<file path="src/rtl/axis_byte_packer.sv">
// axis_byte_packer: packs an 8-bit AXI-Stream byte stream into DATA_WIDTH-bit words with per-lane
// strobes and tlast, and reports packet byte lengths. Define PACKER_BIG_ENDIAN_EN for big-endian lane order.
module axis_byte_packer #(
   parameter int DATA_WIDTH = 32,
   parameter int LEN_WIDTH  = 16
) (
   input  logic                    s01_axis_aclk,
   input  logic                    s01_axis_aresetn,
   input  logic [7:0]              s01_axis_tdata,
   input  logic                    s01_axis_tstrb,
   input  logic                    s01_axis_tvalid,
   input  logic                    s01_axis_tlast,
   output logic                    s01_axis_tready,
   input  logic                    m01_axis_tready,
   output logic [DATA_WIDTH-1:0]   m01_axis_wr_tdata,
   output logic [DATA_WIDTH/8-1:0] m01_axis_tstrb,
   output logic                    m01_axis_tvalid,
   output logic                    m01_axis_tlast,
   output logic                    pkt_done,
   output logic [LEN_WIDTH-1:0]    pkt_len
);

   localparam int BYTES = DATA_WIDTH / 8;
   localparam int IDXW  = $clog2(BYTES);
   localparam logic [IDXW-1:0] LAST_IDX = IDXW'(BYTES - 1);

   typedef enum logic {IDLE, FILL} state_e;

   state_e                 state_q;
   logic [IDXW-1:0]        idx_q;
   logic [DATA_WIDTH-1:0]  acc_q;
   logic [BYTES-1:0]       strbAcc_q;
   logic [LEN_WIDTH-1:0]   cnt_q;
   logic [LEN_WIDTH-1:0]   pendLen_q;
   logic [DATA_WIDTH-1:0]  mData_q;
   logic [BYTES-1:0]       mStrb_q;
   logic                   mValid_q;
   logic                   mLast_q;
   logic                   pktDone_q;
   logic [LEN_WIDTH-1:0]   pktLen_q;

   logic [IDXW-1:0]        laneSel;
   logic [DATA_WIDTH-1:0]  byteWord;
   logic [BYTES-1:0]       byteStrb;
   logic [DATA_WIDTH-1:0]  acc_d;
   logic [BYTES-1:0]       strbAcc_d;
   logic [LEN_WIDTH-1:0]   cnt_d;
   logic                   accept;
   logic                   closeWord;

   assign s01_axis_tready = ~mValid_q | m01_axis_tready;

   always_comb begin
`ifdef PACKER_BIG_ENDIAN_EN
      laneSel = LAST_IDX - idx_q;
`else
      laneSel = idx_q;
`endif
      byteWord = '0;
      byteWord[8*laneSel +: 8] = s01_axis_tdata;
      byteStrb = '0;
      byteStrb[laneSel] = 1'b1;
      acc_d     = s01_axis_tstrb ? (acc_q | byteWord) : acc_q;
      strbAcc_d = s01_axis_tstrb ? (strbAcc_q | byteStrb) : strbAcc_q;
      // Length saturates instead of wrapping so oversized packets still report a sane maximum.
      cnt_d = (s01_axis_tstrb && (cnt_q != '1)) ? cnt_q + LEN_WIDTH'(1) : cnt_q;
      accept    = s01_axis_tvalid & s01_axis_tready;
      closeWord = accept & ((s01_axis_tstrb & (idx_q == LAST_IDX)) | s01_axis_tlast);
   end

   always_ff @(posedge s01_axis_aclk or negedge s01_axis_aresetn) begin
      if (!s01_axis_aresetn) begin
         state_q   <= IDLE;
         idx_q     <= '0;
         acc_q     <= '0;
         strbAcc_q <= '0;
         cnt_q     <= '0;
         pendLen_q <= '0;
         mData_q   <= '0;
         mStrb_q   <= '0;
         mValid_q  <= 1'b0;
         mLast_q   <= 1'b0;
         pktDone_q <= 1'b0;
         pktLen_q  <= '0;
      end else begin
         pktDone_q <= 1'b0;
         if (mValid_q && m01_axis_tready) begin
            mValid_q <= 1'b0;
            if (mLast_q) begin
               pktDone_q <= 1'b1;
               pktLen_q  <= pendLen_q;
            end
         end
         // A closing byte may load a new word on the same edge the previous one drains.
         if (accept) begin
            if (closeWord) begin
               mData_q   <= acc_d;
               mStrb_q   <= strbAcc_d;
               mValid_q  <= 1'b1;
               mLast_q   <= s01_axis_tlast;
               acc_q     <= '0;
               strbAcc_q <= '0;
               idx_q     <= '0;
               if (s01_axis_tlast) begin
                  pendLen_q <= cnt_d;
                  cnt_q     <= '0;
                  state_q   <= IDLE;
               end else begin
                  cnt_q   <= cnt_d;
                  state_q <= FILL;
               end
            end else if (s01_axis_tstrb) begin
               acc_q     <= acc_d;
               strbAcc_q <= strbAcc_d;
               idx_q     <= idx_q + IDXW'(1);
               cnt_q     <= cnt_d;
               if (state_q == IDLE) begin
                  state_q <= FILL;
               end
            end
         end
      end
   end

   assign m01_axis_wr_tdata = mData_q;
   assign m01_axis_tstrb    = mStrb_q;
   assign m01_axis_tvalid   = mValid_q;
   assign m01_axis_tlast    = mLast_q;
   assign pkt_done          = pktDone_q;
   assign pkt_len           = pktLen_q;

endmodule

</file>
<file path="config.mk">
export PLATFORM = sky130hd
export DESIGN_NAME = axis_byte_packer
export DESIGN_NICKNAME = d
export VERILOG_FILES = /design/src/rtl/axis_byte_packer.sv
export SDC_FILE = /design/constraint.sdc
export NUM_CORES = 1
export LEC_CHECK = 0
export CORE_MARGIN = 4
export CORE_UTILIZATION = 30
export CTS_CLUSTER_DIAMETER = 200
export CTS_CLUSTER_SIZE = 10
export DETAILED_ROUTE_END_ITERATION = 8
export MAX_ROUTING_LAYER = met4
export PLACE_DENSITY_LB_ADDON = 0.2
export SYNTH_ARGS = -nofsm -noshare
export SYNTH_HDL_FRONTEND = slang
export SYNTH_SLANG_ARGS = --single-unit
</file>
<file path="constraint.sdc">
create_clock -name s01_axis_aclk -period 2 [get_ports s01_axis_aclk]
set_input_delay 0.6 -clock s01_axis_aclk [delete_from_list [all_inputs] [get_ports s01_axis_aclk]]
set_output_delay 0.6 -clock s01_axis_aclk [all_outputs]
set_load 0.1 [all_outputs]
</file>
==> results.ini <==
[outcome]
status=completed

[clock_tree]
cts_root_buf=clkbuf_16
clkSinkCount=125
clk_latency_ps=420
clk_path_buf_depth=2
numCtsBuffers=17
tritoncts=yes
htreeDepth=4
path_clk_slew_ps=60

[synthesis]
synth.area.top_cells=dfrtp_1 58%, a21oi_1 6.4%, o21ai_0 5.1%
synth-seq-cells=125
ys_top_cells_by_count=125 x dfrtp_1, 72 x nand2_1, 70 x a21oi_1
postSynth.asyncResetShare_pct=100
synth_most_common_cell=dfrtp_1
synth_area_leader_cell=dfrtp_1
netlist_area_sq_um=5440
synth_area_per_cell_sq_um=10.3
synth-edff-count=0
seq_area_frac_synth_pct=57.5
netlist_instances=529
yosysUniqueCellTypes=49
syn_nets=550
synth_top_area_share_pct=57.5
ys_warn_count=0
synthFlopType=dfrtp_1

[detailed_routing]
vias=4217
drcViolationCount=0
drt_first_pass_iters=4
wl_per_cell_um=15.5
drt_iter0_markers=264
avgViaCountPerCell=4.86
ant_nets=0
wirelength_um=13500

[timing]
finalCritPeriodShare_pct=94.5
tightest_slew_ps=483
setup_viol=0
setup_slack_ps=110
skew_ps=6.36
layout_min_cycle_time_ps=1890
max_freq_ghz=0.529
hold_viol_final=0
relSlewSlack_pct=67.7
final_max_slew_viol_count=0

[critical_path]
startpoint_type=input port
r2r_slack_ps=200
arrival_ps=2170
reg2reg_depth=8
reg2reg_from=cnt_q[1]
r2r-end=pendLen_q[4]
cp_cell_sequence=clkdlybuf4s50_1 > o211ai_2 > buf_4 > o311ai_0 > o31ai_1
crit_type=in -> reg
cp_max_fo=13
required_ps=2280
endpoint_kind=flop
crit_slowest_cell=clkdlybuf4s50_1
max_stage_delay_ps=580

[cells_and_area]
utilization_pct=45.4
regArea_sq_um=3130
fillers=1614
diodes=0
nNetsFinal=651
multi_input_area_sq_um=2150
drive_gt1_share_pct=27.8
area_growth_pct=46.3

[pwr]
powerDensity_nw_per_um2=964
peakVddDrop_uv=609
total_power_w=0.00767
cellLeakagePower_nw=3.64

[global_route]
track_usage_pct=14.7
grt_pass1_wl_um=22900
gr-total-overflow=0
grt_max_degree=59
grt_antenna_before_repair=0
grt_pass1_vias=4348

[floorplan]
fp-row-count=48
io_pins=70
start_util_pct=31.0
die_w_um=143
die_h_um=143
fp.coreArea_sq_um=17500
dieArea_sq_um=20300

[place]
place_hpwl_um=9420
port_buffers=69
place_ws_ps=-449
place_congestion=0.801

[min_path]
min_path_type=in -> async

[flow_run]
drv_cap=0

## metal layers
metal  global-route usage, %  share of wire (%)  wire (um)  vias to the layer above
li1                        -                  -          -                     2054
met1                    18.9                 45       6050                     2049
met2                    22.8                 49       6610                       97
met3                    4.02                4.5        608                       17
met4                    4.25                1.4        191                        0
met5                       -                  0          0                        -
## worst max-delay path: cells and delay by family
family	cells	cell delay, ps
AOI/OAI and AO/OA	3	720
buffers and inverters	2	850
## cell type report
| cell class | instances | area share, % |
|---|---|---|
| clock inverter | 13 | 2.38 |
| clock buffer | 19 | 5.69 |
| timing repair buffer | 122 | 21.8 |
| multi-input combinational | 359 | 27.0 |
| inverter | 5 | 0.236 |
| tap | 225 | 3.54 |
| sequential | 125 | 39.4 |
## metrics by stage
| stage | area, sq um | hold WS [ps] | std cells | setup TNS [ps] |
|---|---|---|---|---|
| after global routing | 7950 | 133 | 868 | -5.00 |
| after CTS | 7900 | 120 | 864 | -9.71 |
| after detailed placement | 7220 | 468 | 830 | -30240 |
| after global placement | 7220 | 464 | 830 | -29760 |
| after floorplan | 5450 | 304 | 529 | -4.31 |
| final | 7950 | 121 | 868 | 0 |
## repair_timing
action | 4_1_cts | 5_1_grt
hold buffers | 0 | 0
pin swaps | 0 | 4
resized for setup | 6 | 7
buffers inserted | 2 | 4
cloned | 0 | 0
hold endpoints to repair | 0 | 0
endpoints found under the setup margin | 3 | 25
## worst max path at each step
stage	startpoint	end	depth (start not counted)
after floorplan	m01_axis_tvalid	cnt_q[10]	6
after global placement	s01_axis_tstrb	cnt_q[15]	7
after detailed placement	s01_axis_tstrb	acc_q[18]	7
after CTS	s01_axis_tstrb	acc_q[1]	7
after global routing	cnt_q[0]	cnt_q[6]	8
final	s01_axis_tlast	cnt_q[10]	5
## sequential cells by signal (all words and copies together) (netlist names)
register,flops
m01_axis_tstrb,4
m01_axis_wr_tdata,32
pkt_done,1
m01_axis_tlast,1
cnt_q,16
idx_q,2
pendLen_q,16
strbAcc_q,4
m01_axis_tvalid,1
pkt_len,16
acc_q,32
## cells by family (layout without fill, tap and decap cells)
logic type	count (synthesis)	in the layout	share of synthesized area [%]
AO/OA/AOI/OAI	161	161	16.6
AND/OR/NAND/NOR	161	161	14.9
flip-flops	125	125	57.5
buffers and inverters	45	159	3.70
multiplexers	19	19	3.91
XOR/XNOR	11	11	1.77
adder cells (fa/ha/maj)	7	7	1.61
## cells in the final DEF (no fill, tap or decap), drive strengths merged, types with 2 or more instances in the layout
cell type	count
a21oi	70
nor2	43
clkbuf	19
a31oi	5
o21ai	58
xor2	9
nor3	5
and3	4
a22o	2
clkinvlp	5
nand3	4
o31ai	7
clkinv	3
nor4	2
mux2	18
nand2	72
inv	6
nand4	11
o311ai	2
dfrtp	125
and4	8
a21o	10
nand4b	2
and2	3
clkdlybuf4s50	10
ha	7
buf	110
bufinv	4
xnor2	2
nor2b	2
## power breakdown
part	switching, W	total, W	internal [W]	leakage [nW]
combinational	0.000993	0.00155	0.000557	1.63
clock	0.00117	0.00333	0.00215	0.298
sequential	0.000125	0.00279	0.00267	1.72
Note: power is estimated with default switching activity, not from simulation.
